==> src/rtl/dec_ascii_pkg.sv <==
// dec_ascii_pkg: FSM states, ASCII constants and decimal digit-count helper for dec_ascii_fmt
package dec_ascii_pkg;
  typedef enum logic [2:0] {IDLE, CONV, SCAN, DIG, CR, LF} state_t;
  localparam logic [7:0] ASCII_ZERO = 8'h30;
  localparam logic [7:0] ASCII_CR = 8'h0D;
  localparam logic [7:0] ASCII_LF = 8'h0A;
  function automatic int clog10_digits(input int width);
    return (width * 30103 + 99999) / 100000;
  endfunction
endpackage

==> src/rtl/bin2bcd_serial.sv <==
// bin2bcd_serial: serial double-dabble, one bit per cycle after start; done stays high from the cycle after the last shift until the next start (clk, rst_n, start, bin -> done, bcd)
module bin2bcd_serial #(
  parameter int DATA_W = 32,
  parameter int DIGITS = 10
) (
  input  logic                  clk,
  input  logic                  rst_n,
  input  logic                  start,
  input  logic [DATA_W-1:0]     bin,
  output logic                  done,
  output logic [4*DIGITS-1:0]   bcd
);
  localparam int CW = DATA_W > 1 ? $clog2(DATA_W) : 1;
  logic [DATA_W-1:0] sr;
  logic [CW-1:0] cnt;
  logic run;
  logic [4*DIGITS-1:0] adj;
  for (genvar g = 0; g < DIGITS; g++) begin : g_adj
    assign adj[4*g+:4] = bcd[4*g+:4] >= 4'd5 ? bcd[4*g+:4] + 4'd3 : bcd[4*g+:4];
  end
  always_ff @(posedge clk or negedge rst_n)
    if (!rst_n) begin
      sr <= '0;
      cnt <= '0;
      run <= 1'b0;
      done <= 1'b0;
      bcd <= '0;
    end else if (start) begin
      sr <= bin;
      cnt <= CW'(DATA_W - 1);
      run <= 1'b1;
      done <= 1'b0;
      bcd <= '0;
    end else if (run) begin
      bcd <= {adj[4*DIGITS-2:0], sr[DATA_W-1]};
      sr <= sr << 1;
      cnt <= cnt - 1'b1;
      run <= cnt != '0;
      done <= cnt == '0;
    end
endmodule

==> src/rtl/dec_ascii_fmt.sv <==
// dec_ascii_fmt: unsigned word -> decimal ASCII line byte stream (in_data/in_valid/in_ready -> out_byte/out_valid/out_ready/out_last, busy)
module dec_ascii_fmt
  import dec_ascii_pkg::*;
#(
  parameter int DATA_W = 32,
  parameter int DIGITS = 10,
  parameter bit EOL_CRLF = 1'b0
) (
  input  logic              clk,
  input  logic              rst_n,
  input  logic [DATA_W-1:0] in_data,
  input  logic              in_valid,
  output logic              in_ready,
  output logic [7:0]        out_byte,
  output logic              out_valid,
  input  logic              out_ready,
  output logic              out_last,
  output logic              busy
);
  if (DIGITS < clog10_digits(DATA_W)) begin : g_digits_chk
    $error("dec_ascii_fmt: DIGITS too small for DATA_W");
  end
  localparam int IW = DIGITS > 1 ? $clog2(DIGITS) : 1;
  state_t state, nxt;
  logic armed, conv_done, start, xfer;
  logic [4*DIGITS-1:0] bcd;
  logic [IW-1:0] idx, msd;
  logic [3:0] dig;
  assign start = in_valid && in_ready;
  assign xfer = out_valid && out_ready;
  assign dig = bcd[4*idx+:4];
  bin2bcd_serial #(.DATA_W(DATA_W), .DIGITS(DIGITS)) u_b2b (
    .clk(clk),
    .rst_n(rst_n),
    .start(start),
    .bin(in_data),
    .done(conv_done),
    .bcd(bcd)
  );
  always_comb begin
    msd = '0;
    for (int i = 0; i < DIGITS; i++) msd = bcd[4*i+:4] != 4'd0 ? IW'(i) : msd;
  end
  always_ff @(posedge clk or negedge rst_n)
    if (!rst_n) begin
      state <= IDLE;
      armed <= 1'b0;
      idx <= '0;
    end else begin
      state <= nxt;
      armed <= 1'b1;
      idx <= state == SCAN ? msd : (state == DIG && xfer && idx != '0) ? idx - 1'b1 : idx;
    end
  always_comb begin
    nxt = state;
    case (state)
      IDLE: nxt = start ? CONV : IDLE;
      CONV: nxt = conv_done ? SCAN : CONV;
      SCAN: nxt = DIG;
      DIG:  nxt = (xfer && idx == '0) ? (EOL_CRLF ? CR : LF) : DIG;
      CR:   nxt = xfer ? LF : CR;
      LF:   nxt = xfer ? IDLE : LF;
      default: nxt = IDLE;
    endcase
  end
  always_comb begin
    in_ready = state == IDLE && armed;
    busy = state != IDLE;
    out_valid = state == DIG || state == CR || state == LF;
    out_last = state == LF;
    out_byte = state == DIG ? ASCII_ZERO + {4'd0, dig} : state == CR ? ASCII_CR : state == LF ? ASCII_LF : 8'h00;
  end
endmodule
==> config.mk <==
export PLATFORM = sky130hd
export DESIGN_NAME = dec_ascii_fmt
export DESIGN_NICKNAME = d
export VERILOG_FILES = /design/src/rtl/dec_ascii_pkg.sv /design/src/rtl/bin2bcd_serial.sv /design/src/rtl/dec_ascii_fmt.sv
export SDC_FILE = /design/constraint.sdc
export NUM_CORES = 1
export LEC_CHECK = 0
export BUFFER_PORTS_ARGS = -buffer_cell sky130_fd_sc_hd__buf_2
export CORE_ASPECT_RATIO = 0.7
export CORE_MARGIN = 4
export CORE_UTILIZATION = 28
export CTS_CLUSTER_DIAMETER = 200
export DETAILED_ROUTE_END_ITERATION = 8
export PLACE_DENSITY = 0.48
export SETUP_SLACK_MARGIN = 0.05
export SLEW_MARGIN = 20
export SYNTH_ARGS = -nofsm -noshare
export SYNTH_HDL_FRONTEND = slang
export SYNTH_SLANG_ARGS = --single-unit
==> constraint.sdc <==
create_clock -name clk -period 5.59 [get_ports clk]
set_input_delay 1.677 -clock clk [delete_from_list [all_inputs] [get_ports clk]]
set_output_delay 1.677 -clock clk [all_outputs]
set_load 0.02 [all_outputs]
Yosys cells after proc, flatten, opt, wreduce, memory -nomap -nowiden:

Cells that the tools add are included.

* bits in registers: 87
* bits in latches: 0
* memory bits (writable): 0
* memory bits (read-only): 0
* bits of input ports: 36
* output and inout port bits: 12
* memories kept: 0

* add/sub/neg operators: 13
* $mul: 0
* divide/modulo/power cells: 0
* $lt $le $gt $ge: 10
* equal/unequal tests: 5
* shifts and indexed selects: 1
* muxes and demuxes: 40
* bitwise logic cells: 0
* reduce and logical (&&, ||, !) cells: 25

Operator list (count)
* two-way mux 40 bit: 2
* two-way mux 32 bit: 2
* two-way mux 4 bit: 15
* greater-or-equal comparator 4 x 3 -> 1 bit (second input constant): 10
* nonzero test 4 bit: 10
* variable part select 40 x 7 -> 4 bit: 1
* adder 4 x 2 -> 4 bit (second input constant): 9
* two-way mux 3 bit: 7
* one-hot mux 3 bit (6 select lines): 1
* two-way mux 5 bit: 2
* adder 6 x 4 -> 7 bit (first input constant): 1
* two-way mux 1 bit: 7
* two-way mux 7 bit: 1
* equality test 3 x 2 -> 1 bit (second input constant): 2
* equality test 3 bit (second input constant): 2
* logical AND 1 bit: 6
* two-way mux 2 bit: 3
* logical NOT 5 bit: 1
* nonzero test 5 bit: 1
* subtractor 5 x 1 -> 5 bit (second input constant): 1
* logical NOT 4 bit: 1
* nonzero test 2 bit: 2
* subtractor 4 x 1 -> 4 bit (second input constant): 1
* adder 3 x 2 -> 3 bit (second input constant): 1
* 4 further kinds: 5

Longest topological paths before layout:

Gate-level depths: netlist of run 1.

* depth after elaboration: 11
* depth in mapped cells: 10
* gate-level depth less buffers: 7

Modules after synthesis:

Synthesis of run 1 repeated with hierarchy kept, for this count alone.

* cells, all modules: 559
* area total of the unflattened synthesis: 5440.2 µm²

By module, submodules not included
* bin2bcd_serial: times used 1, cells each 446, area an instance 4405.5 µm², sequential area each 1976.9 µm²
* dec_ascii_fmt: times used 1, cells each 113, area an instance 1034.7 µm², sequential area each 200.2 µm²

Worst setup path before layout of run 1:

OpenSTA, ideal clock, no wires.

* path kind: reg-to-output
* start point: reg state[2]
* end point: out out_byte[0]
* data arrival time: 1556 ps
* required time: 3913 ps
* slack: 2357 ps
* cell stages (with the launch flop): 6
* buffers on the path: 0
* cells stage by stage: dfrtp_1 and2b_1 nand2_1 inv_1 nand3_1 o221ai_1

* word-level cells in the longest chain between the ends: 3
* elaborated cells between the ends (all ways): 4
* classes of those cells: eq/ne (2); mux (2)

RTL lines
* start: declaration: line dec_ascii_fmt.sv:24 `state_t state, nxt;`
* start signal: assignment: line dec_ascii_fmt.sv:50 `state <= nxt;`
* equality test 3 bit: line dec_ascii_fmt.sv:71 `out_byte = state == DIG ? ASCII_ZERO + {4'd0, dig} : state == CR ? ASCII_CR : state == LF ? ASCII_LF : 8'h00;`
* two-way mux 4 bit: line dec_ascii_fmt.sv:71
* two-way mux 7 bit *: line dec_ascii_fmt.sv:71
* end: declaration: line dec_ascii_fmt.sv:14 `output logic [7:0] out_byte,`

Every way passes the cells marked *; elsewhere a longest branch is shown, timed or not.

Worst setup path in the final report of run 1:

* start point: reg idx[0]
* end point: out out_byte[1]

* word-level cells in the longest chain between the ends: 3

RTL lines
* start: declaration: line dec_ascii_fmt.sv:27 `logic [IW-1:0] idx, msd;`
* start signal: assignment: line dec_ascii_fmt.sv:52 `idx <= state == SCAN ? msd : (state == DIG && xfer && idx != '0) ? idx - 1'b1 : idx;`
* variable part select 40 x 7 -> 4 bit: line dec_ascii_fmt.sv:31 `assign dig = bcd[4*idx+:4];`
* adder 6 x 4 -> 7 bit: line dec_ascii_fmt.sv:71
* two-way mux 7 bit: line dec_ascii_fmt.sv:71

Every way passes these cells.

==> key figures, run 1 <==
Status
  – Outcome: finished clean

Clock tree
  – CTS Buffer Depth: 2
  – CTS Sinks: 87
  – CTS Buf Count: 9
  – CTS tree: built
  – Worst-path clk slew: 0.07 ns
  – CTS root buf: clkbuf_16
  – Clk_lat worst skew: 0.34 ns
  – Post-CTS Resized: 0
  – CTS H-Tree Depth: 3
  – # hold bufs at CTS: 0
  – Post-CTS setup buffers: 0

Timing
  – Fin. max-slew vios: 0
  – RSZ-0062 raised after global routing: false
  – Worst slew pin tran: 0.765 ns
  – Crit path time final: 4.22 ns
  – F_max: 0.237 GHz
  – Fin Setup TNS: 0 ns
  – Final Hold Vio Count: 0
  – Final WS setup: 1.37 ns
  – Relative slew slack: 0.490
  – Final setup vio count: 0
  – Clock Skews: 0.00768 ns
  – Final worst-path cycle share: 0.754

GRT
  – GR Util All Layers: 0.121
  – Number of global-route vias before repair: 3919
  – Total gr overflow: 0
  – First-pass GRT wire length: 20300 um
  – Initial antenna violation count: 0
  – Largest net degree at the start of global routing: 63

Power
  – Sw frac: 0.417
  – Gate power share: 0.438
  – Sw power: 1.48 mW
  – Pleak: 2.87 nW
  – Maximum VDD drop: 0.174 mV
  – Clk network pwr share: 0.189
  – Pwr Density: 597 nW/um^2
  – Sequential power share: 0.373
  – Int Power: 2.06 mW

Placement
  – DP Wirelength: 8350 um
  – Gpl congestion: 0.870
  – I/O Buffers: 45
  – Pre-CTS setup slack: 1.72 ns

Synthesis
  – Syn Std Cell Area: 5210 um^2
  – Number of synthesized flops with an enable pin: 0
  – Netlist cell types: 43
  – Sequential area share after synthesis: 0.418
  – Top cells by area in the synthesized netlist: dfrtp_1 42%, mux2i_1 14%, ha_1 5.8%
  – Synth Flop Type: dfrtp_1
  – Post-synthesis async set-or-reset flop share: 1.00
  – Share of the synthesized area in the top cell type: 0.418
  – Synth cell count leaders: 87 x dfrtp_1, 71 x mux2i_1, 65 x nand2_1
  – FF+latch count, synth: 87
  – Synth Instances: 561
  – Cell taking the most area after synthesis: dfrtp_1
  – Synthesized area per cell: 9.29 um^2
  – Cell with the most instances after synthesis: dfrtp_1
  – YS warnings: 0

Floorplan
  – Die H: 122 um
  – DIE WIDTH: 171 um
  – CORE AREA: 18200 um^2
  – Die area: 20900 um^2
  – Rows: 41
  – I/O pin total: 48
  – Starting Density: 0.287

Critical path
  – Critical path fanouts, max: 19
  – Kind of critical path: register to output pin
  – CP Capture Type: output pin
  – CP Cell Sequence: buf_4 > mux4_1 > nand3b_1 > o21ai_0 > a21o_1 > buf_2
  – Critical Path Source Type: register
  – Crit path max-delay family: flip-flops
  – CP max stage delay: 0.79 ns
  – Slowest-stage cell, CP: dfrtp_1
  – Required @ worst endpoint: 3.91 ns
  – Buf+Inv Stages, Crit Path: 2
  – CP Data Arrival Time: 2.54 ns

Finish
  – Fillcell total: 1912
  – Nets: 649
  – Final Core Density: 0.326
  – Area grow syn2layout: 13.6%
  – Fraction of layout cells with a size suffix above 1: 0.120
  – # diodes: 0

Detailed routing
  – DRT iter0 DRCs: 296
  – Post-route DRC: 0
  – Routed vias/inst: 4.77
  – Via count: 3962
  – Final ANT Viol Nets: 0
  – WL final: 12100 um
  – DR pass1 iterations: 4
  – Drt wl/cell: 14.5 um

Flow run
  – Max Cap Viol: 0

Hold path
  – Worst hold path class: register to register
[cell usage in the layout, fill, tap and decap left out, types with 3 or more instances in the layout]
| master | count |
|---|---|
| dfrtp_1 | 86 |
| mux2i_1 | 71 |
| nand2_1 | 65 |
| o21ai_0 | 55 |
| nor2_1 | 45 |
| buf_2 | 44 |
| a21oi_1 | 36 |
| inv_1 | 30 |
| ha_1 | 24 |
| nand2b_1 | 16 |
| nand3_1 | 15 |
| xnor2_1 | 15 |
| nor3b_1 | 13 |
| a211oi_1 | 9 |
| clkbuf_16 | 9 |
| buf_4 | 6 |
| nor3_1 | 5 |
| o22ai_1 | 3 |
| mux4_2 | 3 |
| nand4_1 | 3 |
| o221ai_1 | 3 |
| a31oi_1 | 3 |
| conb_1 | 3 |
[cell type report]
| type | instances | area (um^2) | area share |
|---|---|---|---|
| Clock buffer | 10 | 229 | 0.0386 |
| Clock inverter | 6 | 92.6 | 0.0156 |
| Inverter | 30 | 113 | 0.0190 |
| Multi-Input combinational cell | 411 | 2750 | 0.464 |
| Sequential cell | 87 | 2180 | 0.368 |
| Tap cell | 236 | 295 | 0.0498 |
| Timing Repair Buffer | 50 | 265 | 0.0448 |
[power by group through the flow]
stage	Combinational, mW	Sequential, mW	Clock [mW]
3_3_place_gp	1.51	1.33	0
3_5_place_dp	1.56	1.33	0
2_1_floorplan	1.40	1.11	0
6_report	1.55	1.32	0.667
5_1_grt	1.80	1.38	0.720
4_1_cts	1.57	1.32	0.690
[path summary, 6_finish.rpt]
check	start	to	slack [ns]	depth (start not counted)
min in group asynchronous	rst_n	u_b2b.cnt[4]	1.40	1
min	u_b2b.done	u_b2b.done	0.50	2
min reg2reg	u_b2b.done	u_b2b.done	0.50	2
max reg2reg	state[0]	u_b2b.sr[8]	3.31	4
max in group asynchronous	rst_n	u_b2b.bcd[15]	3.24	2
max	idx[0]	out_byte[1]	1.37	6
[state kept, by name, indices dropped and copies added, names as in the netlist]
signal and flops:
idx 4, u_b2b.sr 32, state 3, u_b2b.cnt 5
u_b2b.bcd 40, armed 1, u_b2b.run 1, u_b2b.done 1
[cells by family (layout without fill, tap and decap cells)]
group	Yosys count	in the layout	synth area share
XOR/XNOR	16	16	0.0269
AND/OR/NAND/NOR	171	171	0.152
flip-flops	87	87	0.418
adder cells (fa/ha/maj)	24	24	0.0576
multiplexers	76	76	0.156
buffers and inverters	64	96	0.0562
AO/OA/AOI/OAI	121	121	0.132
other	2	3	0.00144
[stage by stage]
stage	cells	hold WS (ns)	power (mW)	area [um^2]
after floorplan	562	0.466	2.51	5220
after global placement	814	0.489	2.84	5600
after detailed placement	814	0.492	2.89	5600
after CTS	830	0.509	3.58	5920
after global routing	830	0.526	3.90	5920
final	830	0.499	3.54	5920
[worst min-delay path, delay by kind of cell (launching register included)]
kind	cells	cell delay, ns
DFF	1	0.35
and+or+nand+nor	2	0.12
[per-layer routing]
layer  track usage  share of wire
met5             0              0
met4        0.0371          0.012
met3        0.0337          0.063
met2         0.168           0.41
met1         0.181           0.51
Power figures use the tool's default switching activity.
==> run 2, diff against run 1 <==
Clock period 5.59 ns to 3.9 ns, I/O delays scaled along.
==> key figures, run 2 (same netlist as run 1, synthesis figures left out) <==
Finish
  – # diodes: 0
  – Fraction of layout cells with a size suffix above 1: 0.121
  – Max reg flops: 40
  – Area grow syn2layout: 13.8%
  – Regs by FF count: u_b2b.bcd (40), u_b2b.sr (32), u_b2b.cnt (5)
  – Sequential Area: 2180 um^2
  – Most frequent cells in the layout: 86 x dfrtp_1, 71 x mux2i_1, 65 x nand2_1, 55 x o21ai_0, 45 x nor2_1
  – Post-route insts no fill: 831
  – Fillcell total: 1912
  – Multi-input logic area: 2750 um^2
  – Most flop-heavy register: u_b2b.bcd
  – Nets: 650
  – Commonest non-fill, non-tap cell in the layout: dfrtp_1

Timing
  – Clock Skews: 0.0106 ns
  – Crit path time final: 3.68 ns
  – Relative slew slack: 0.500
  – Final Hold Vio Count: 0
  – Fin. max-slew vios: 0
  – F_max: 0.272 GHz
  – Final worst-path cycle share: 0.942
  – Fin Setup TNS: 0 ns
  – RSZ-0062 raised after global routing: false
  – Final setup vio count: 0
  – Worst slew pin tran: 0.750 ns

Floorplan
  – Die H: 122 um
  – Starting Density: 0.287
  – CORE AREA: 18200 um^2
  – Rows: 41
  – DIE WIDTH: 171 um
  – Die area: 20900 um^2
  – I/O pin total: 48

Critical path
  – CP Capture Type: output pin
  – Critical Path Source Type: register
  – Required @ worst endpoint: 2.73 ns
  – Kind of critical path: register to output pin
  – Worst r2r src: idx[0]
  – Critical path fanouts, max: 12
  – CP Data Arrival Time: 2.51 ns
  – Worst Reg2Reg Path Length in Cells: 8
  – Worst R2R End: idx[3]
  – R2r setup slk: 1.46 ns

Placement
  – I/O Buffers: 45
  – DP Wirelength: 8380 um
  – Gpl congestion: 0.807
  – Placed Instances: 815

Detailed routing
  – WL final: 12100 um
  – Via count: 3986
  – Post-route DRC: 0
  – Drt wl/cell: 14.5 um
  – Routed vias/inst: 4.80
  – DRT iter0 DRCs: 265
  – Final ANT Viol Nets: 0
  – DR pass1 iterations: 4

Clock tree
  – Clk_lat worst skew: 0.35 ns
  – Worst-path clk slew: 0.07 ns
  – Post-CTS Resized: 0
  – CTS Sinks: 87
  – CTS Buf Count: 9
  – # hold bufs at CTS: 0
  – CTS Buffer Depth: 2
  – Post-CTS setup buffers: 0
  – CTS tree: built
  – CTS H-Tree Depth: 3
  – CTS root buf: clkbuf_16

Power
  – Sequential power share: 0.375
  – Sw frac: 0.418
  – Int Power: 2.92 mW
  – Pleak: 2.87 nW
  – Maximum VDD drop: 0.295 mV
  – Clk network pwr share: 0.180
  – Gate power share: 0.444
  – Final Power: 5.03 mW
  – Pwr Density: 848 nW/um^2
  – Sw power: 2.10 mW

GRT
  – Total gr overflow: 0
  – First-pass GRT wire length: 20800 um
  – Number of global-route vias before repair: 4044
  – Largest net degree at the start of global routing: 105
  – Initial antenna violation count: 0
  – GR Util All Layers: 0.124

Hold path
  – Hold depth: 2
  – HP Start: u_b2b.done
  – Hold EP: u_b2b.done
  – Worst hold path class: register to register

Flow run
  – Max Cap Viol: 0

Status
  – Outcome: finished clean
run 2: changes by cell type in the layout (fill, tap and decap cells not counted):
| cell | previous run | this run |
|---|---|---|
| bufinv_16 | 2 | 1 |
| inv_6 | 2 | 0 |
| buf_12 | 0 | 1 |
| clkbuf_8 | 0 | 2 |
| clkinv_4 | 0 | 1 |
run 2: stage by stage:
stage / setup WS, ns / instance area (um^2) / hold slack (ns) / util
after floorplan: 1.17 / 5220 / 0.466 / -
after global placement: 0.631 / 5620 / 0.488 / 0.310
after detailed placement: 0.624 / 5620 / 0.493 / 0.310
after CTS: 0.239 / 5930 / 0.509 / 0.327
after global routing: 0.0651 / 5930 / 0.551 / 0.327
final: 0.225 / 5930 / 0.502 / 0.327
run 2: worst max path at each step:
stage / from / endpoint / slack [ns] / depth (start not counted)
floorplan: state[2] / out_byte[0] / 1.17 / 5
global placement: idx[0] / out_byte[3] / 0.63 / 6
detailed placement: idx[0] / out_byte[3] / 0.62 / 6
CTS: idx[0] / out_byte[3] / 0.24 / 6
global route: idx[0] / out_byte[3] / 0.07 / 6
finish: idx[0] / out_byte[3] / 0.22 / 6
run 2: final cells by class:
| cell class | instances | area share |
|---|---|---|
| clock buffers | 12 | 0.0432 |
| multi-input cells | 411 | 0.463 |
| flip-flops and latches | 87 | 0.368 |
| inverters | 30 | 0.0190 |
| clock inverters | 4 | 0.00907 |
| well taps | 236 | 0.0498 |
| repair buffers | 51 | 0.0481 |
run 2: power by group through the flow:
| stage | sequential [mW] | combinational [mW] | clock (mW) |
|---|---|---|---|
| after floorplan | 1.59 | 2.00 | 0 |
| after global placement | 1.89 | 2.16 | 0 |
| after detailed placement | 1.90 | 2.25 | 0 |
| after CTS | 1.89 | 2.26 | 0.935 |
| after global routing | 1.98 | 2.59 | 0.974 |
| final | 1.89 | 2.23 | 0.907 |
run 2: layer usage:
metal / part of all wire / track usage
met1: 0.54 / 0.190
met2: 0.42 / 0.176
met3: 0.031 / 0.0272
met4: 0.011 / 0.0312
met5: 0 / 0
run 2: worst max-delay path: stages (launching register included):
cell      delay [ns]
dfrtp_1         0.76
mux4_2          0.58
mux2i_1         0.23
nor2_1          0.07
a311oi_1        0.27
a21oi_1         0.07
buf_2           0.17
